==> config.mk <==
export PLATFORM = sky130hd
export DESIGN_NAME = rdm_rr
export DESIGN_NICKNAME = d
export VERILOG_FILES = /design/src/rtl/rdm_rr_pkg.sv /design/src/rtl/rdm_rr_arb.sv /design/src/rtl/rdm_rr.sv
export SDC_FILE = /design/constraint.sdc
export NUM_CORES = 1
export LEC_CHECK = 0
export ABC_AREA = 1
export BUFFER_PORTS_ARGS = -buffer_cell sky130_fd_sc_hd__buf_2
export CORE_ASPECT_RATIO = 0.5
export CORE_MARGIN = 3
export CORE_UTILIZATION = 48
export CTS_CLUSTER_DIAMETER = 60
export DETAILED_ROUTE_END_ITERATION = 10
export PLACE_DENSITY = 0.85
export SYNTH_ARGS = -nofsm -noshare
export SYNTH_HDL_FRONTEND = slang
export SYNTH_SLANG_ARGS = --single-unit
==> constraint.sdc <==
create_clock -name i_clk -period 1.7 [get_ports i_clk]
set_input_delay 0.255 -clock i_clk [delete_from_list [all_inputs] [get_ports i_clk]]
set_output_delay 0.255 -clock i_clk [all_outputs]
set_load 0.1 [all_outputs]
==> src/rtl/rdm_rr_pkg.sv <==
// Shared types and defaults for the round-robin FIFO read manager.
package rdm_pkg;

  typedef enum logic [1:0] {S_IDLE, S_BURST, S_SINGLE, S_GAP} rdm_state_t;

  localparam int DW_DEF    = 8;
  localparam int NCH_DEF   = 4;
  localparam int BURST_DEF = 4;

  // Channel index width; keeps a 1-bit index for the single-channel case.
  function automatic int cw_of(input int n);
    return (n > 1) ? $clog2(n) : 1;
  endfunction

endpackage

==> src/rtl/rdm_rr_arb.sv <==
// Combinational round-robin pick: first requester at or after ptr, wrapping.
module rr_arb #(
  parameter int NCH = 4,
  parameter int CW  = 2
) (
  input  logic [NCH-1:0] req,
  input  logic [CW-1:0]  ptr,
  output logic [NCH-1:0] gnt,
  output logic [CW-1:0]  idx,
  output logic           any
);

  logic          hi;
  logic [CW-1:0] hi_idx;
  logic [CW-1:0] lo_idx;

  // Descending scans so the lowest qualifying index wins each pass.
  always_comb begin
    hi     = 1'b0;
    hi_idx = '0;
    lo_idx = '0;
    for (int j = NCH - 1; j >= 0; j--) begin
      if (req[j] && (CW'(j) >= ptr)) begin
        hi     = 1'b1;
        hi_idx = CW'(j);
      end
      if (req[j]) lo_idx = CW'(j);
    end
    any = |req;
    idx = hi ? hi_idx : lo_idx;
    gnt = '0;
    for (int j = 0; j < NCH; j++) gnt[j] = any && (CW'(j) == idx);
  end

endmodule

==> src/rtl/rdm_rr.sv <==
// Drains NCH standard-latency FIFOs into one tagged write stream, round-robin,
// bursting from non-almost-empty channels and single-stepping the rest.
module rdm_rr import rdm_pkg::*; #(
  parameter  int DW    = DW_DEF,
  parameter  int NCH   = NCH_DEF,
  parameter  int BURST = BURST_DEF,
  localparam int CW    = cw_of(NCH)
) (
  input  logic              i_clk,
  input  logic              i_rst,
  input  logic [NCH-1:0]    iv_fifo_empty,
  input  logic [NCH-1:0]    iv_fifo_ae,
  input  logic [NCH*DW-1:0] iv_fifo_data,
  input  logic              i_dst_af,
  output logic [NCH-1:0]    ov_fifo_rd,
  output logic [DW-1:0]     ov_data,
  output logic [CW-1:0]     ov_data_ch,
  output logic              o_data_wr,
  output logic              o_last
);

  localparam int BCW = (BURST > 1) ? $clog2(BURST + 1) : 1;

  rdm_state_t     state, state_nxt;
  logic [CW-1:0]  ptr, g_q, gnt_idx, ch_p0;
  logic [NCH-1:0] g_oh_q, gnt_oh;
  logic [BCW-1:0] cnt;
  logic           gnt_vld, start, gnt_ae, rd_last, vld_p0, last_p0;

  rr_arb #(.NCH(NCH), .CW(CW)) u_arb (
    .req (~iv_fifo_empty),
    .ptr (ptr),
    .gnt (gnt_oh),
    .idx (gnt_idx),
    .any (gnt_vld)
  );

  assign start  = ~i_dst_af & gnt_vld;
  assign gnt_ae = |(iv_fifo_ae & gnt_oh);

  always_ff @(posedge i_clk) begin
    if (i_rst) begin
      state  <= S_IDLE;
      ptr    <= '0;
      cnt    <= '0;
      g_q    <= '0;
      g_oh_q <= '0;
    end else begin
      state <= state_nxt;
      cnt   <= (state == S_BURST) ? cnt + BCW'(1) : '0;
      if ((state == S_IDLE) && start) begin
        g_q    <= gnt_idx;
        g_oh_q <= gnt_oh;
        ptr    <= (gnt_idx == CW'(NCH - 1)) ? '0 : gnt_idx + CW'(1);
      end
    end
  end

  always_comb begin
    state_nxt = state;
    unique case (state)
      S_IDLE:   if (start) state_nxt = gnt_ae ? S_SINGLE : S_BURST;
      S_BURST:  if (cnt == BCW'(BURST - 1)) state_nxt = S_IDLE;
      S_SINGLE: state_nxt = S_GAP;
      S_GAP:    state_nxt = S_IDLE;
      default:  state_nxt = S_IDLE;
    endcase
  end

  always_comb begin
    ov_fifo_rd = '0;
    rd_last    = 1'b0;
    unique case (state)
      S_BURST: begin
        ov_fifo_rd = g_oh_q;
        rd_last    = (cnt == BCW'(BURST - 1));
      end
      S_SINGLE: begin
        ov_fifo_rd = g_oh_q;
        rd_last    = 1'b1;
      end
      default: ;
    endcase
  end

  // p0: FIFO data is valid this cycle for the strobe issued last cycle
  always_ff @(posedge i_clk) begin
    ch_p0 <= g_q;
    if (i_rst) begin
      vld_p0  <= 1'b0;
      last_p0 <= 1'b0;
    end else begin
      vld_p0  <= |ov_fifo_rd;
      last_p0 <= rd_last;
    end
  end

  // p1: registered output word
  always_ff @(posedge i_clk) begin
    if (i_rst) begin
      ov_data    <= '0;
      ov_data_ch <= '0;
      o_data_wr  <= 1'b0;
      o_last     <= 1'b0;
    end else begin
      o_data_wr <= vld_p0;
      o_last    <= vld_p0 & last_p0;
      if (vld_p0) begin
        ov_data    <= iv_fifo_data[ch_p0*DW +: DW];
        ov_data_ch <= ch_p0;
      end
    end
  end

endmodule

==> run metrics, run 1 <==
Post-CTS Setup Bufs 0; CTS tree built; failing checks negative setup slack; clock sinks 29; WP buf/inv 2; Worst Tran Pin Value 0.499 ns; All-Layer GR Usage 0.216; first-pass GRT wire length 6570 um; drt first-iter violations 53; via count 1672; max-cap violations 0; Synth Cell Area 1530 um^2; outcome finished with violations; final hold vios 0; Die X 85.9 um; die height 46.0 um; CP Class reg -> reg; Max Slew Vio Count 0; delay-heaviest family, CP simple AND/OR/NAND/NOR gates; Root Driver clkbuf_8; # DRC 0; RSZ-0062 raised after global routing true; number of I/O port buffers 58; relative slew slack 0.670; Syn Inst Count 222; Clock transition at path regs 0.07 ns; Starting Density 0.545; Synth Area per Inst 6.91 um^2; most used cell, CP nor2_1; endpoint class of the critical path flop; Seq/Total Area, Yosys 0.378; largest net degree at the start of global routing 18; Post-Route WL 4340 um; # diodes 0; Routed Antenna Nets 0; Finish-stage setup viols 2; DRT Pass-1 Iters 4; Row Count 13; Synth Warn # 0; Via-to-Cell Ratio 5.16; LEAKAGE 0.00108 uW; Wirelength per Cell 13.4 um; final worst slack -0.0476 ns; vias in the first global route 1533; Unique masters post-synth 25; GRT overflow 0; cells along the critical path inv_2 -> nand2_1 -> nand3_2 -> nor2_1 -> nand2_1 -> nand2_4 -> inv_4 -> ha_4 -> nand2_2 -> nand2_1 -> o21ai_1 -> nor2_1 -> nor2_1 -> nor2_1 -> nor2_1; Placer Congestion 0.830; setup TNS -0.0685 ns; max incr delay on CP 0.37 ns; initial antenna violation count 0; Critical Path Slowest Stage Cell dfxtp_4; htree depth 2; HP Class in -> reg; share of layout cells above drive strength 1 0.338; pwr/cell area 1680 nW/um^2; Worst Path Required 1.92 ns; Post-Route Skew 0.00357 ns; Crit Path Max Fanout 3; FMAX 0.572 GHz; total die area 3950 um^2; Mapped Nets 275; Nets 339; Arr. time, crit path 1.97 ns; area delta synth->final 38.1%; maximum VDD drop 0.903 mV; maximum clock insertion buffer count 2; min cycle time layout 1.75 ns; Min Hold Slack 0.330 ns; total CTS buffers 5; Yosys reg bits 29; core area 2810 um^2; Detailed Place HPWL 3050 um; Top Ports 59; clk_lat worst skew 0.28 ns; crit start category flop; hold buffers post-CTS 0; fin crit share 1.03
synth_stat cells:
master | count | area [um^2]
nor2_1 | 55 | 206
o21ai_0 | 31 | 155
dfxtp_1 | 29 | 581
inv_1 | 28 | 105
nand2_1 | 28 | 105
ha_1 | 10 | 125
a21oi_1 | 8 | 40.0
o22ai_1 | 8 | 50.1
nand3_1 | 5 | 25.0
o21ai_1 | 4 | 20.0
clkbuf_1 | 2 | 7.51
a41oi_1 | 1 | 8.76
buf_4 | 1 | 7.51
buf_6 | 1 | 11.3
clkbuf_2 | 1 | 5.00
inv_2 | 1 | 3.75
inv_6 | 1 | 8.76
nand3_4 | 1 | 17.5
nand4_1 | 1 | 6.26
nand4_2 | 1 | 12.5
nor3_1 | 1 | 5.00
nor3b_1 | 1 | 7.51
o211ai_1 | 1 | 7.51
or2_0 | 1 | 6.26
or2_2 | 1 | 6.26
cell type report:
type	instances	area, um^2
fillers	210	696
inverters	30	120
flip-flops and latches	29	589
well taps	37	46.3
clock inverters	3	17.5
clock buffers	5	68.8
multi-input cells	158	896
repair buffers	62	380
metal layers:
layer	wire, um	GRT usage	vias up
met1	1860	0.245	751
li1	-	-	845
met3	345	0.0758	6
met4	57	0.107	0
met2	2070	0.372	70
met5	0	0	-
final timing paths:
check	from	to	slack, ns	depth (start not counted)
min reg2reg	g_q[1]$_SDFFE_PP0P_	ch_p0[1]$_DFF_P_	0.35	0
max	ptr[1]$_SDFFE_PP0P_	state[0]$_SDFFE_PP0P_	-0.05	15
max reg2reg	ptr[1]$_SDFFE_PP0P_	state[0]$_SDFFE_PP0P_	-0.05	15
min	i_rst	state[0]$_SDFFE_PP0P_	0.33	2
sequential cells by signal, summed over array words and instances, names as in the netlist:
name        cells
ptr             2
g_q             2
state           2
g_oh_q          4
ov_data_ch      2
o_data_wr       1
ov_data         8
ch_p0           2
vld_p0          1
last_p0         1
cnt             3
o_last          1
logic make-up (layout without fill, tap and decap cells):
group           Yosys count  after routing  share of synthesized area
flops                    29             29                      0.378
simple gates             95             95                      0.259
buf+inv                  35            100                     0.0971
compound gates           53             53                      0.184
fa+ha+maj                10             10                     0.0816
worst reg2reg max path, delay by kind of cell (launching register included):
family / cells / cell delay, ns
and+or+nand+nor: 11 / 0.92
DFF: 1 / 0.37
adders and majority gates: 1 / 0.16
AOI/OAI and AO/OA: 1 / 0.13
buffers and inverters: 2 / 0.11
stage by stage:
step | area [um^2] | util | instances | setup slack (ns) | total power, uW
final | 2120 | 0.753 | 324 | -0.0476 | 3560
after global routing | 2120 | 0.753 | 324 | -0.195 | 3780
after CTS | 2040 | 0.724 | 324 | -0.00711 | 3440
after detailed placement | 1930 | 0.686 | 316 | -0.0780 | 2830
after global placement | 1930 | 0.686 | 316 | 0.0114 | 2780
after floorplan | 1530 | - | 222 | 0.0641 | 2420
repair_timing:
item | 4_1_cts | 5_1_grt
resized for setup | 6 | 25
endpoints found under the setup margin | 6 | 6
cloned | 0 | 0
pin swaps | 0 | 10
where the power goes:
part / switching [uW] / total, uW / internal [uW]
combinational: 1410 / 1970 / 560
sequential: 158 / 1030 / 877
clock: 277 / 559 / 282
total: 1840 / 3560 / 1720
cell usage in the layout, fill, tap and decap left out, drive strengths merged:
| cell type | synthesis | final |
|---|---|---|
| buf | 2 | 62 |
| nor2 | 55 | 55 |
| o21ai | 35 | 35 |
| inv | 30 | 30 |
| dfxtp | 29 | 29 |
| nand2 | 28 | 28 |
| ha | 10 | 10 |
| a21oi | 8 | 8 |
| o22ai | 8 | 8 |
| nand3 | 6 | 6 |
| clkbuf | 3 | 5 |
| clkinv | 0 | 2 |
| nand4 | 2 | 2 |
| or2 | 2 | 2 |
| o211ai | 1 | 1 |
| nor3 | 1 | 1 |
| a41oi | 1 | 1 |
| nor3b | 1 | 1 |
| clkinvlp | 0 | 1 |
Power figures use the tool's default switching activity.
==> run 2: changes to the inputs <==
--- a/config.mk
+++ b/config.mk
@@ -5,14 +5,13 @@
 export SDC_FILE = /design/constraint.sdc
 export NUM_CORES = 1
 export LEC_CHECK = 0
-export ABC_AREA = 1
 export BUFFER_PORTS_ARGS = -buffer_cell sky130_fd_sc_hd__buf_2
 export CORE_ASPECT_RATIO = 0.5
 export CORE_MARGIN = 3
-export CORE_UTILIZATION = 48
+export CORE_UTILIZATION = 47
 export CTS_CLUSTER_DIAMETER = 60
 export DETAILED_ROUTE_END_ITERATION = 10
-export PLACE_DENSITY = 0.85
+export PLACE_DENSITY = 0.84
 export SYNTH_ARGS = -nofsm -noshare
 export SYNTH_HDL_FRONTEND = slang
 export SYNTH_SLANG_ARGS = --single-unit
==> run metrics, run 2 <==
outcome finished with violations; failing checks negative setup slack; Starting Density 0.527 (-0.0184); Arr. time, crit path 2.14 ns (+0.17 ns); number of flip-flops in the largest register 8 (unchanged); Layout Cells excl Fill 260 (-20%); placed cell areas 1940 um^2 (+0.45%); Async SR Flop Fraction 0 (unchanged); post-synthesis mux area share 0.189 (+0.189); Top Ports 59 (unchanged); # DRC 0 (unchanged); fin crit share 1.15 (+0.125); endpoint class of the critical path flop; Post-Route WL 3810 um (-12%); Finish-stage setup viols 2 (unchanged); share of layout cells above drive strength 1 0.493 (+0.155); Row Count 13 (unchanged); Max Slew Vio Count 0 (unchanged); DRT Pass-1 Iters 4 (unchanged); area delta synth->final 45.7%; commonest cells after routing, fill and taps aside buf_2, dfxtp_1, nor2_1; Worst R2R Path Depth 10 (-5); top cells by area, synth dfxtp_1, mux2i_1, mux4_2; Synth Warn # 0 (unchanged); Nets 275 (-19%); HP Class in -> reg; RSZ-0062 raised after global routing true; Largest regs ov_data: 8 flops, g_oh_q: 4 flops, cnt: 3 flops; most frequent cells after synthesis dfxtp_1, nor2_1, mux2i_1; Mapped Nets 203 (-26%); clk_lat worst skew 0.28 ns (about the same); reg2reg end state[0]$_SDFFE_PP0P_; Root Driver clkbuf_8; Synth Cell Area 1460 um^2 (-5.1%); largest family of logic cells by synthesized area multiplexers; maximum VDD drop 0.683 mV (-24%); vias in the first global route 1316 (-14%); largest area contributor in the netlist dfxtp_1; LEAKAGE 0.000929 uW (-14%); final worst slack -0.260 ns (-0.212 ns); R2R Path Start ptr[1]$_SDFFE_PP0P_; Top Layer Used met4; dpl cells 250 (-21%); Clock transition at path regs 0.06 ns (about the same); FMAX 0.510 GHz (-11%); Yosys reg bits 29 (unchanged); final hold vios 0 (unchanged); routed length on met1 1610 um (-13%); Placer Congestion 0.860 (+3.7%); Place WS -0.425 ns (-0.347 ns); Post-synth top flop dfxtp_1; routed length on met3 323 um (-6.4%); # diodes 0 (unchanged); commonest non-fill, non-tap cell in the layout buf_2; CTS tree built; met2 routed WL 1850 um (-11%); Post-Route Skew 0.00630 ns (+0.00273 ns); design area 2120 um^2 (+0.18%); xor/xnor share of the synthesized area 0 (unchanged); simple-gate area share of the yosys netlist 0.170 (-0.0893); Detailed Place HPWL 2820 um (-7.5%); Wirelength per Cell 14.6 um (+9.4%); htree depth 2 (unchanged); R2R Setup Slk -0.26 ns (-0.21 ns); initial antenna violation count 0 (unchanged); Worst Tran Pin Value 0.495 ns (-0.00394 ns); Unique masters post-synth 30 (+20%); Via-to-Cell Ratio 5.22 (+1.2%); number of I/O port buffers 58 (unchanged); crit start category flop; max-cap violations 0 (unchanged); clock sinks 29 (unchanged); min cycle time layout 1.96 ns (+0.212 ns); Seq/Total Area, Yosys 0.399 (+0.0202); core area 2770 um^2 (-1.7%); pwr/cell area 1270 nW/um^2 (-25%); Syn Inst Count 150 (-32%); Synth top area share 0.399 (+0.0202); maximum clock insertion buffer count 2 (unchanged); All-Layer GR Usage 0.202 (-0.0136); core occupancy in the finished layout 0.767 (+0.0146); Routed Antenna Nets 0 (unchanged); Critical Path Start ptr[1]$_SDFFE_PP0P_; Post-synth EDFFs 0 (unchanged); Compound-Gate Fraction of Synth Area 0.106 (-0.0779); CP Class reg -> reg; top-count cell post-synth dfxtp_1; GRT overflow 0 (unchanged); die height 45.4 um (-1.3%); Largest Register ov_data; largest net degree at the start of global routing 27 (+9); relative slew slack 0.672 (+0.00261); Synth Area per Inst 9.71 um^2 (+41%); Synth Area in Adders 0.0859 (+0.00434); crit path capture state[0]$_SDFFE_PP0P_; setup TNS -0.465 ns (-0.396 ns); total die area 3840 um^2 (-2.7%); Die X 84.7 um (-1.4%); Crit Path Max Fanout 4 (+1); total CTS buffers 5 (unchanged); drt first-iter violations 33 (-38%); Worst Path Required 1.88 ns (-0.04 ns); first-pass GRT wire length 5880 um (-11%); via count 1358 (-19%)
==> run 2: per-layer routing <==
layer	track usage	vias up
met5	0	-
met4	0.0568	0
met3	0.0801	3
met2	0.376	47
met1	0.221	640
li1	-	668
==> run 2: how the worst min path moves through the flow <==
stage                         from                       to  slack (ns)  cells after the start
3_3_place_gp   g_q[0]$_SDFFE_PP0P_         ch_p0[0]$_DFF_P_        0.33                      0
5_1_grt           iv_fifo_data[22]  ov_data[6]$_SDFFE_PP0P_        0.27                      3
6_report          iv_fifo_data[22]  ov_data[6]$_SDFFE_PP0P_        0.24                      3
4_1_cts           iv_fifo_data[22]  ov_data[6]$_SDFFE_PP0P_        0.24                      3
3_5_place_dp   g_q[0]$_SDFFE_PP0P_         ch_p0[0]$_DFF_P_        0.34                      0
2_1_floorplan  g_q[0]$_SDFFE_PP0P_         ch_p0[0]$_DFF_P_        0.32                      0
==> run 2: logic make-up after synthesis <==
| group | after synthesis |
|---|---|
| compound gates | 23 |
| flops | 29 |
| simple gates | 51 |
| mux | 20 |
| buf+inv | 17 |
| fa+ha+maj | 10 |
==> run 2: per-stage QoR <==
step / hold slack, ns / total power (uW)
after floorplan: 0.324 / 1600
after global placement: 0.332 / 1850
after detailed placement: 0.339 / 1900
after CTS: 0.243 / 2590
after global routing: 0.271 / 2820
final: 0.245 / 2690
==> run 2: worst max-delay path, stage by stage, from the launching register on <==
cell	delay (ns)
dfxtp_1	0.35
buf_4	0.14
nand2b_1	0.06
a21oi_1	0.20
or2_4	0.21
inv_1	0.08
ha_2	0.20
a22oi_2	0.17
a211oi_2	0.11
buf_4	0.15
o41ai_2	0.20
==> run 2: cell type report <==
type                       count  area (um^2)
clock buffer                   7         96.3
clock inverter                 1         5.00
fill                         178          643
inverter                      10         40.0
multi-input combinational    104          892
sequential                    29          583
tap                           37         46.3
timing repair buffer          72          459
==> run 2: repair_timing <==
action,4_1_cts,5_1_grt
hold buffers,0,0
endpoints found under the setup margin,6,10
gates cloned,0,0
setup buffers,0,2
resized for setup,6,10
pin swaps,8,3
hold endpoints to repair,0,0
==> run 2: where the power goes <==
| group | switching [uW] | leakage (uW) | internal, uW | total, uW |
|---|---|---|---|---|
| Clock | 261 | 0.0000542 | 365 | 626 |
| Sequential | 79.8 | 0.000236 | 778 | 858 |
| Combinational | 696 | 0.000639 | 507 | 1200 |
| Total | 1040 | 0.000929 | 1650 | 2690 |
==> run 3: changes to the inputs <==
--- a/config.mk
+++ b/config.mk
@@ -11,7 +11,8 @@
 export CORE_UTILIZATION = 47
 export CTS_CLUSTER_DIAMETER = 60
 export DETAILED_ROUTE_END_ITERATION = 10
-export PLACE_DENSITY = 0.84
+export PLACE_DENSITY = 0.83
 export SYNTH_ARGS = -nofsm -noshare
 export SYNTH_HDL_FRONTEND = slang
 export SYNTH_SLANG_ARGS = --single-unit
+export TNS_END_PERCENT = 5
==> run metrics, run 3 (same netlist as run 2, synthesis figures left out) <==
PnR Total Power 2760 uW (+2.6%); CTS tree built; maximum VDD drop 0.733 mV (+7.3%); outcome finished with violations; final worst slack -0.224 ns (+0.0362 ns); core area 2770 um^2 (unchanged); Max Slew Vio Count 0 (unchanged); maximum clock insertion buffer count 2 (unchanged); Largest regs ov_data: 8 flops, g_oh_q: 4 flops, cnt: 3 flops; Worst R2R Path Depth 9 (-1); Nets 275 (unchanged); vias in the first global route 1280 (-2.7%); Wirelength per Cell 13.6 um (-7.0%); Detailed Place HPWL 2660 um (-5.7%); via count 1335 (-1.7%); max-cap violations 0 (unchanged); hold path depth 3 (unchanged); commonest cells after routing, fill and taps aside buf_2, dfxtp_1, nor2_1; share of layout cells above drive strength 1 0.484 (-0.00897); Min Hold Slack 0.262 ns (+0.0177 ns); Routed Antenna Nets 0 (unchanged); storage element area 582 um^2 (-0.21%); FMAX 0.520 GHz (+1.9%); hold buffers post-CTS 0 (unchanged); min cycle time layout 1.92 ns (-0.0362 ns); Place WS -0.417 ns (+0.00814 ns); CP Class reg -> reg; # diodes 0 (unchanged); first-pass GRT wire length 5730 um (-2.6%); Row Count 13 (unchanged); number of flip-flops in the largest register 8 (unchanged); htree depth 2 (unchanged); final hold vios 0 (unchanged); clk_lat worst skew 0.27 ns (about the same); Starting Density 0.527 (unchanged); number of I/O port buffers 58 (unchanged); fillers 177 (-0.56%); die height 45.4 um (unchanged); GRT overflow 0 (unchanged); dpl cells 248 (-0.80%); endpoint class of the critical path flop; clock sinks 29 (unchanged); Layout Cells excl Fill 260 (unchanged); relative slew slack 0.677 (+0.00414); RSZ-0062 raised after global routing true; Clock transition at path regs 0.06 ns (about the same); commonest non-fill, non-tap cell in the layout buf_2; Die X 84.7 um (unchanged); failing checks negative setup slack; pwr/cell area 1290 nW/um^2 (+2.1%); Post-Route Skew 0.00549 ns (-0.000809 ns); crit start category flop; Worst Tran Pin Value 0.484 ns (-0.0103 ns); Via-to-Cell Ratio 5.13 (-1.7%); total CTS buffers 5 (unchanged); # DRC 0 (unchanged); drt first-iter violations 50 (+52%); fin crit share 1.13 (-0.0213); initial antenna violation count 0 (unchanged); Placer Congestion 0.812 (-5.6%); Top Ports 59 (unchanged); Finish-stage setup viols 2 (unchanged); largest net degree at the start of global routing 27 (unchanged); LEAKAGE 0.000928 uW (-0.17%); Post-Route WL 3540 um (-7.0%); All-Layer GR Usage 0.191 (-0.0110); total die area 3840 um^2 (unchanged); area of the multi-input gates 890 um^2 (-0.28%); DRT Pass-1 Iters 4 (unchanged); area delta synth->final 46.3%; Worst Path Required 1.90 ns (+0.02 ns); Largest Register ov_data; Arr. time, crit path 2.12 ns (-0.02 ns); HP Class in -> reg; Crit Path Max Fanout 4 (unchanged); R2R Setup Slk -0.22 ns (+0.04 ns); Root Driver clkbuf_8
-- run 3: cell types whose count changed in the layout (fill, tap and decap cells not counted), sizes merged --
cell	previous run	this run
bufinv	0	1
clkinv	1	0
-- run 3: per-layer routing --
| layer | track usage | part of all wire | up-vias |
|---|---|---|---|
| met5 | 0 | 0 | - |
| met4 | 0.0662 | 0.013 | 0 |
| li1 | - | - | 668 |
| met2 | 0.355 | 0.48 | 54 |
| met1 | 0.219 | 0.43 | 608 |
| met3 | 0.0528 | 0.080 | 5 |
-- run 3: cell type report --
cell class              instances  area share
clock buffers                   7      0.0405
clock inverters                 1      0.0141
inverters                      10      0.0176
multi-input cells             104       0.417
flip-flops and latches         29       0.273
well taps                      37      0.0217
repair buffers                 72       0.216
-- run 3: stage by stage --
stage / TNS [ns] / area [um^2] / util
after floorplan: -0.443 / 1460 / -
after detailed placement: -0.812 / 1900 / 0.686
after global routing: -0.530 / 2130 / 0.771
final: -0.363 / 2130 / 0.771
after CTS: -0.336 / 2110 / 0.763
after global placement: -0.462 / 1900 / 0.686
-- run 3: worst paths after layout --
path / endpoint / from
setup / recovery: state[1]$_SDFFE_PP0P_ / ptr[0]$_SDFFE_PP0P_
hold / removal: ov_data[6]$_SDFFE_PP0P_ / iv_fifo_data[22]
setup reg to reg: state[1]$_SDFFE_PP0P_ / ptr[0]$_SDFFE_PP0P_
hold reg to reg: ch_p0[1]$_DFF_P_ / g_q[1]$_SDFFE_PP0P_
-- run 3: timing repair --
action | in CTS | in global routing
endpoints found under the setup margin | 6 | 9
endpoints found under the hold margin | 0 | 0
resized for setup | 16 | 7
pin swaps | 5 | 3
buffers inserted | 3 | 1
-- run 3: critical path, stage by stage (launching register included) --
cell and delay (ns):
dfxtp_2 0.36, nor2_1 0.05, or3_1 0.35, a22oi_2 0.19
buf_6 0.16, ha_4 0.14, a22oi_2 0.08, a211oi_2 0.29
a211oi_2 0.08, a211oi_2 0.15
-- run 3: where the power goes --
group,total [uW],switching (uW),internal [uW],leakage (uW)
logic,1170,662,506,0.000634
registers,867,91.4,776,0.000236
clock network,720,243,477,0.0000585
